## src/rtl/addsub_serial_if.sv

```systemverilog
// Operand/result handshake bundle for addsub_serial.
// master: producer+consumer side; slave: the arithmetic unit.
interface addsub_serial_if #(
  parameter int Width = 10
);
  logic             in_valid;
  logic             in_ready;
  logic [Width-1:0] a;
  logic [Width-1:0] b;
  logic             sub;
  logic             c_in;
  logic             out_valid;
  logic             out_ready;
  logic [Width-1:0] sum;
  logic             c_out;
  logic             ovf;

  modport master (
    output in_valid, a, b, sub, c_in, out_ready,
    input  in_ready, out_valid, sum, c_out, ovf
  );

  modport slave (
    input  in_valid, a, b, sub, c_in, out_ready,
    output in_ready, out_valid, sum, c_out, ovf
  );
endinterface

```

## src/rtl/addsub_serial.sv

```systemverilog
// Serial add/sub, Chunk bits per clock, LSB slice first.
// Ports: clk, rst (sync, active-high), bus (addsub_serial_if.slave).
// Optional macro ADDSUB_SAT_EN clamps sum on signed overflow.
module addsub_serial #(
  parameter int Width = 10,
  parameter int Chunk = 2
) (
  input logic          clk,
  input logic          rst,
  addsub_serial_if.slave bus
);
  localparam int N  = Width / Chunk;
  localparam int KW = (N > 1) ? $clog2(N) : 1;

  typedef enum logic [1:0] {
    IDLE,
    RUN,
    DONE
  } state_t;

  state_t           state;
  state_t           state_n;
  logic [Width-1:0] op_a;
  logic [Width-1:0] op_b;
  logic [Width-1:0] acc;
  logic [Width-1:0] acc_n;
  logic             carry;
  logic [KW-1:0]    k;
  logic             a_msb;
  logic             bn_msb;
  logic [Width-1:0] sum_r;
  logic             c_out_r;
  logic             ovf_r;

  logic             accept;
  logic             last;
  logic             in_ready;
  logic [Chunk:0]   slice;
  logic [Width+Chunk-1:0] cat;
  logic             ovf_n;
  logic [Width-1:0] res;

  assign bus.in_ready  = in_ready;
  assign bus.out_valid = (state == DONE);
  assign bus.sum       = sum_r;
  assign bus.c_out     = c_out_r;
  assign bus.ovf       = ovf_r;

  assign accept = bus.in_valid & in_ready;
  assign last   = (k == KW'(N - 1));

  // One slice of the ripple; the new slice enters the
  // accumulator from the top so after N steps it is aligned.
  always_comb begin
    slice = {1'b0, op_a[Chunk-1:0]}
          + {1'b0, op_b[Chunk-1:0]}
          + {{Chunk{1'b0}}, carry};
    cat   = {slice[Chunk-1:0], acc};
    acc_n = cat[Width+Chunk-1:Chunk];
    // carry into MSB = a^b^s at the MSB position
    ovf_n = a_msb ^ bn_msb ^ acc_n[Width-1] ^ slice[Chunk];
    res   = acc_n;
`ifdef ADDSUB_SAT_EN
    if (ovf_n) begin
      res = a_msb ? {1'b1, {(Width-1){1'b0}}}
                  : {1'b0, {(Width-1){1'b1}}};
    end
`endif
  end

  always_comb begin
    state_n  = state;
    in_ready = 1'b0;
    unique case (state)
      IDLE: begin
        in_ready = 1'b1;
        if (bus.in_valid) state_n = RUN;
      end
      RUN: begin
        if (last) state_n = DONE;
      end
      DONE: begin
        in_ready = bus.out_ready;
        if (bus.out_ready) begin
          state_n = bus.in_valid ? RUN : IDLE;
        end
      end
      default: state_n = IDLE;
    endcase
    if (rst) in_ready = 1'b0;
  end

  always_ff @(posedge clk) begin
    if (rst) begin
      state   <= IDLE;
      op_a    <= '0;
      op_b    <= '0;
      acc     <= '0;
      carry   <= 1'b0;
      k       <= '0;
      a_msb   <= 1'b0;
      bn_msb  <= 1'b0;
      sum_r   <= '0;
      c_out_r <= 1'b0;
      ovf_r   <= 1'b0;
    end else begin
      state <= state_n;
      if (accept) begin
        op_a   <= bus.a;
        op_b   <= bus.sub ? ~bus.b : bus.b;
        carry  <= bus.sub | bus.c_in;
        k      <= '0;
        a_msb  <= bus.a[Width-1];
        bn_msb <= bus.b[Width-1] ^ bus.sub;
      end else if (state == RUN) begin
        op_a  <= op_a >> Chunk;
        op_b  <= op_b >> Chunk;
        carry <= slice[Chunk];
        acc   <= acc_n;
        k     <= k + KW'(1);
        if (last) begin
          sum_r   <= res;
          c_out_r <= slice[Chunk];
          ovf_r   <= ovf_n;
        end
      end
    end
  end
endmodule

```

## src/flat_wrapper.sv

```systemverilog
// flat-port wrapper written by rule: the top's interface ports become plain ports
module addsub_serial_flat 
#(
  parameter int Width = 10,
  parameter int Chunk = 2
)
  (clk, rst, bus_in_valid, bus_a, bus_b, bus_sub, bus_c_in, bus_out_ready, bus_in_ready, bus_out_valid, bus_sum, bus_c_out, bus_ovf);
  addsub_serial_if #(.Width(Width)) bus_i ();
  input logic clk;
  input logic rst;
  input wire logic [$bits(bus_i.in_valid)-1:0] bus_in_valid;
  input wire logic [$bits(bus_i.a)-1:0] bus_a;
  input wire logic [$bits(bus_i.b)-1:0] bus_b;
  input wire logic [$bits(bus_i.sub)-1:0] bus_sub;
  input wire logic [$bits(bus_i.c_in)-1:0] bus_c_in;
  input wire logic [$bits(bus_i.out_ready)-1:0] bus_out_ready;
  output wire logic [$bits(bus_i.in_ready)-1:0] bus_in_ready;
  output wire logic [$bits(bus_i.out_valid)-1:0] bus_out_valid;
  output wire logic [$bits(bus_i.sum)-1:0] bus_sum;
  output wire logic [$bits(bus_i.c_out)-1:0] bus_c_out;
  output wire logic [$bits(bus_i.ovf)-1:0] bus_ovf;
  assign bus_i.in_valid = bus_in_valid;
  assign bus_i.a = bus_a;
  assign bus_i.b = bus_b;
  assign bus_i.sub = bus_sub;
  assign bus_i.c_in = bus_c_in;
  assign bus_i.out_ready = bus_out_ready;
  assign bus_in_ready = bus_i.in_ready;
  assign bus_out_valid = bus_i.out_valid;
  assign bus_sum = bus_i.sum;
  assign bus_c_out = bus_i.c_out;
  assign bus_ovf = bus_i.ovf;
  addsub_serial #(.Width(Width), .Chunk(Chunk)) u_core (.clk(clk), .rst(rst), .bus(bus_i));
endmodule
```

## config.mk

```make
export PLATFORM = sky130hd
export DESIGN_NAME = addsub_serial_flat
export DESIGN_NICKNAME = d
export VERILOG_FILES = /design/src/rtl/addsub_serial_if.sv /design/src/rtl/addsub_serial.sv /design/src/flat_wrapper.sv
export SDC_FILE = /design/constraint.sdc
export NUM_CORES = 1
export LEC_CHECK = 0
export BUFFER_PORTS_ARGS = -buffer_cell sky130_fd_sc_hd__buf_2
export CORE_UTILIZATION = 55
export CTS_BUF_LIST = sky130_fd_sc_hd__clkbuf_16
export DETAILED_ROUTE_END_ITERATION = 10
export GPL_TIMING_DRIVEN = 0
export PLACE_DENSITY = 0.79
export SETUP_SLACK_MARGIN = 0.4
export SLEW_MARGIN = 30
export SYNTH_ARGS = -nofsm -noshare
export SYNTH_HDL_FRONTEND = slang
export SYNTH_SLANG_ARGS = --single-unit
```

## constraint.sdc

```tcl
create_clock -name clk -period 2.6 [get_ports clk]
set_input_delay 0.39 -clock clk [delete_from_list [all_inputs] [get_ports clk]]
set_output_delay 0.39 -clock clk [all_outputs]
set_load 0.01 [all_outputs]
```

**Yosys cells after proc, flatten, opt, wreduce, memory -nomap -nowiden**

Index checks and enable logic that the tools add are counted.

- Muxes and demuxes: 14
- Eq/ne operators: 6
- $add $sub $neg: 3
- Bitwise gates (word level): 8
- Reductions and logical operators: 6

Operator list:

| kind | number |
|---|---|
| 10-bit 2-to-1 mux | 5 |
| 10-bit inverter | 1 |
| 2-bit 2-to-1 mux | 3 |
| 2-bit one-hot mux with 3 select lines | 1 |
| 3-bit AND reduction | 2 |
| 1-bit 2-to-1 mux | 4 |
| 2-bit inequality test (second input constant) | 2 |
| 1-bit bitwise XOR | 4 |
| 2-bit by 2-bit adder with 3-bit output | 1 |
| 3-bit by 1-bit adder with 3-bit output | 1 |
| 3-bit by 1-bit adder with 3-bit output (second input constant) | 1 |
| 3-bit == test (second input constant) | 1 |
| 2-bit by 1-bit == test with 1-bit output (second input constant) | 1 |
| 2-bit == test (second input constant) | 1 |
| 2-bit zero test | 1 |
| 2-bit by 1-bit inequality test with 1-bit output (second input constant) | 1 |
| 1-bit one-hot mux with 2 select lines | 1 |
| 2-bit AND reduction | 1 |
| 2-bit nonzero test | 1 |
| 2-bit OR reduction | 1 |
| 1-bit bitwise AND | 1 |
| 1-bit inverter | 1 |
| 1-bit bitwise OR | 1 |

- Register bits: 50
- Output and inout bits: 14

**Longest topological paths before layout**

- Word-level depth: 6
- Mapped depth: 7

**Least setup slack after synthesis**

Ideal clock, no wire load.

- Path kind: reg-to-reg
- Start point: register u_core.carry
- End point: register u_core.ovf_r (netlist: u_core.bus.ovf)
- Buffers on the path: 0
- Data arrival time: 1740 ps
- Cell stages (with the launch flop): 7
- Library setup time: 86 ps
- Slack: 775 ps
- Cells stage by stage: dfxtp_1 inv_1 fa_1 fa_1 xor2_1 xnor2_1 a211oi_1

- Word-level cells in the longest chain between the ends: 3

RTL lines:

| element | line | RTL |
|---|---|---|
| start, declared | addsub_serial.sv:27 | `logic carry;` |
| start signal, assigned | addsub_serial.sv:111 | `carry <= bus.sub \| bus.c_in;` |
| start signal, assigned | addsub_serial.sv:118 | `carry <= slice[Chunk];` |
| 3-bit by 1-bit adder with 3-bit output * | addsub_serial.sv:57 | `+ {{Chunk{1'b0}}, carry};` |
| 1-bit bitwise XOR | addsub_serial.sv:61 | `ovf_n = a_msb ^ bn_msb ^ acc_n[Width-1] ^ slice[Chunk];` |
| 1-bit bitwise XOR * | addsub_serial.sv:61 |  |
| end signal, assigned | addsub_serial.sv:124 | `ovf_r <= ovf_n;` |
| end, declared | addsub_serial.sv:33 | `logic ovf_r;` |

Mark *: on every way between the ends. The rest lies on a longest branch, timed or not.
A chain may end at the register's enable or synchronous reset.

**Worst setup path after layout**

Ends and elaborated chain as after synthesis.

==> run_results.csv <==
group,metric,value,unit
logic_synthesis,ys_seq_elements,48,
worst_setup_path,criticalPathCategory,"flip-flop to flip-flop",
cts,cts_tree,"built",
worst_setup_path,critPathRequiredTime,2.79,ns
final_layout,utilization,0.670,
power,power.internal,1220,uW
final_layout,final_cell_mix,"nand2_1, dfxtp_1, buf_2, a21oi_1, a311oi_1",
final_layout,drive_above_1_share,0.242,
logic_synthesis,synth.avg_cell_area,8.94,sq um
global_route,grt_util_all_layers,0.251,
routing,antenna_left,0,
power,power_leakage,0.00102,uW
logic_synthesis,synth-edff-count,0,
routing,wl_per_cell,14.3,microns
placement,place_ws,0.606,ns
worst_setup_path,path_max_fanout,3,
placement,port_buffers,39,
routing,first_pass_iters,5,
power,p_seq_frac,0.479,
final_layout,seq_area,961,sq um
sta,worstMarginPinSlew,0.507,ns
global_route,grt_pass1_wl,8.27,mm
cts,clock_sinks,48,
final_layout,finalNonFillerCells,352,
logic_synthesis,synth_ff_type,"dfxtp_1",
placement,hpwlAfterDp,3.51,mm
worst_setup_path,path_common_cell,"fa_1",
routing,wirelength,5.02,mm
die,start_util,0.570,
logic_synthesis,syn-cell-area,2280,sq um
sta,relSlewSlack,0.662,
sta,finalCritPeriodShare,0.774,
die,placementRows,23,
global_route,grt-ovfl-total,0,
logic_synthesis,synth_seq_area_share,0.422,
routing,via_per_inst,5.63,
logic_synthesis,syn-instance-count,255,
sta,max_freq,497,MHz
power,ir_drop,0.370,mV
cts,clockBufferDepth,2,
logic_synthesis,yosysUniqueCellTypes,39,
sta,setup_tns,0,ns
power,p_comb_frac,0.139,
cts,cts_hold_buf,0,
sta,skew,0.00420,ns
cts,cts-resized-gates,0,
placement,gpl.final_weighted_congestion,0.849,
final_layout,multi_input_area,1130,sq um
final_layout,fill_cells,343,
logic_synthesis,syn-num-nets,285,
final_layout,fin_nets,331,
worst_setup_path,crit_path_start_kind,"flip-flop",
logic_synthesis,async_flop_share,0,
final_layout,syn_to_final_growth,17.6,%
run_status,status,"complete, no violations",
run,drv_cap,0,
power,clockPowerShare,0.382,
die,die_y,66.4,microns
cts,cts_inserted_buffers,5,
die,dieArea,4410,sq um
cts,root_buffer,"clkbuf_16",
routing,drc,0,
sta,timing.final.crit_period,2.01,ns
sta,finalHoldViolations,0,
sta,finalSetupViolations,0,
cts,cts_setup_buffers,0,
power,sw_frac_of_total,0.260,
global_route,grt_max_degree,16,
sta,drv_slew,0,
routing,dr_total_vias,1983,
worst_setup_path,crit_path_cell_trace,"inv_1 -> fa_1 -> fa_1 -> xor2_1 -> xnor2_1 -> a211oi_1",
logic_synthesis,yosys_warnings,0,
sta,setup_ws,0.588,ns
die,core-area,4000,sq um
power,p_switching,430,uW
worst_setup_path,critPathSlowestCell,"fa_1",
die,pin_count,40,
final_layout,antenna_cells,0,
sta,rsz0062_at_grt,"false",
power,power_density,617,nW/um^2
global_route,grt_pass1_vias,1752,
cts,clk_latency,0.29,ns
worst_setup_path,critPathMaxStageDelay,0.57,ns
hold_path,worstHoldPathType,"input port to flip-flop",
worst_setup_path,cp.arrival,2.21,ns
cts,h-tree-depth,2,
global_route,antenna_found_initial,0,
die,die_x,66.4,microns
cts,cts.clk_slew.worst_paths,0.06,ns
placement,place_inst,344,
worst_setup_path,critPathCaptureType,"flip-flop",
final_layout,layout.cells.most_common,"nand2_1",
routing,drtIter0Drc,143,
worst_setup_path,r2r_slack,0.59,ns
-- synth_stat cells (all sizes together), types with 4 or more instances --
master   n  share of area
a211oi   7          0.025
a21oi   20          0.044
a311oi  14          0.054
buf     17          0.063
clkbuf   5         0.0082
dfxtp   48           0.42
inv      8          0.013
nand2   57          0.094
nand2b   4          0.011
nor2    11          0.018
nor4    14          0.049
xor2    12          0.046
-- kinds of logic (layout without fill, tap and decap cells) --
| kind of cell | count (synthesis) | after routing | share of synthesized area |
|---|---|---|---|
| adders and majority gates | 4 | 4 | 0.0285 |
| and+or+nand+nor | 104 | 104 | 0.234 |
| buffers and inverters | 30 | 77 | 0.0845 |
| AOI/OAI and AO/OA | 49 | 49 | 0.150 |
| xor gates and xnor gates | 15 | 15 | 0.0576 |
| muxes | 5 | 5 | 0.0236 |
| DFF | 48 | 48 | 0.422 |
-- critical path, delay by kind of cell, from the launching register on --
family / cells / cell delay, ns
AO/OA/AOI/OAI: 1 / 0.27
XOR/XNOR: 2 / 0.27
adder cells (fa/ha/maj): 2 / 1.00
buffers and inverters: 1 / 0.06
flip-flops: 1 / 0.32
-- metrics by stage --
stage	hold slack, ns	total power, uW	cell area [sq um]
2_1_floorplan	0.432	967	2280
3_3_place_gp	0.439	1030	2540
3_5_place_dp	0.445	1040	2540
4_1_cts	0.331	1660	2680
5_1_grt	0.334	1720	2680
6_report	0.325	1650	2680
-- metal layers --
metal | part of all wire | wire length, microns | GRT usage | vias to the layer above
li1 | - | - | - | 978
met1 | 0.45 | 2270 | 0.320 | 918
met2 | 0.47 | 2350 | 0.398 | 77
met3 | 0.064 | 324 | 0.0741 | 10
met4 | 0.016 | 79 | 0.0957 | 0
met5 | 0 | 0 | 0 | -
-- path summary, 6_finish.rpt --
check | startpoint | endpoint | cells after the start
max | u_core.carry | u_core.bus.ovf | 6
min | bus_a[8] | u_core.op_a[8] | 2
max reg2reg | u_core.carry | u_core.bus.ovf | 6
min reg2reg | u_core.bus.sum[5] | u_core.bus.sum[5] | 2
-- power groups by stage --
| stage | logic, uW | clock network [uW] | registers, uW |
|---|---|---|---|
| detailed placement | 228 | 0 | 808 |
| global placement | 223 | 0 | 807 |
| floorplan | 165 | 0 | 803 |
| finish | 231 | 632 | 792 |
| CTS | 230 | 635 | 791 |
| global route | 252 | 668 | 795 |
-- area by class of cell --
| class | instances | share of cell area |
|---|---|---|
| Multi-Input combinational cell | 177 | 0.420 |
| Timing Repair Buffer | 39 | 0.0728 |
| Clock inverter | 3 | 0.00700 |
| Sequential cell | 48 | 0.358 |
| Clock buffer | 5 | 0.0467 |
| Buffer | 22 | 0.0607 |
| Tap cell | 50 | 0.0233 |
| Inverter | 8 | 0.0112 |
-- flip-flops by register name (all words and copies together) (netlist names) --
signal,count
u_core.bus.ovf,1
u_core.k,3
u_core.a_msb,1
u_core.op_b,10
u_core.acc,8
u_core.bus.c_out,1
u_core.op_a,10
u_core.carry,1
u_core.state,2
u_core.bus.sum,10
u_core.bn_msb,1
Power figures use the tool's default switching activity.
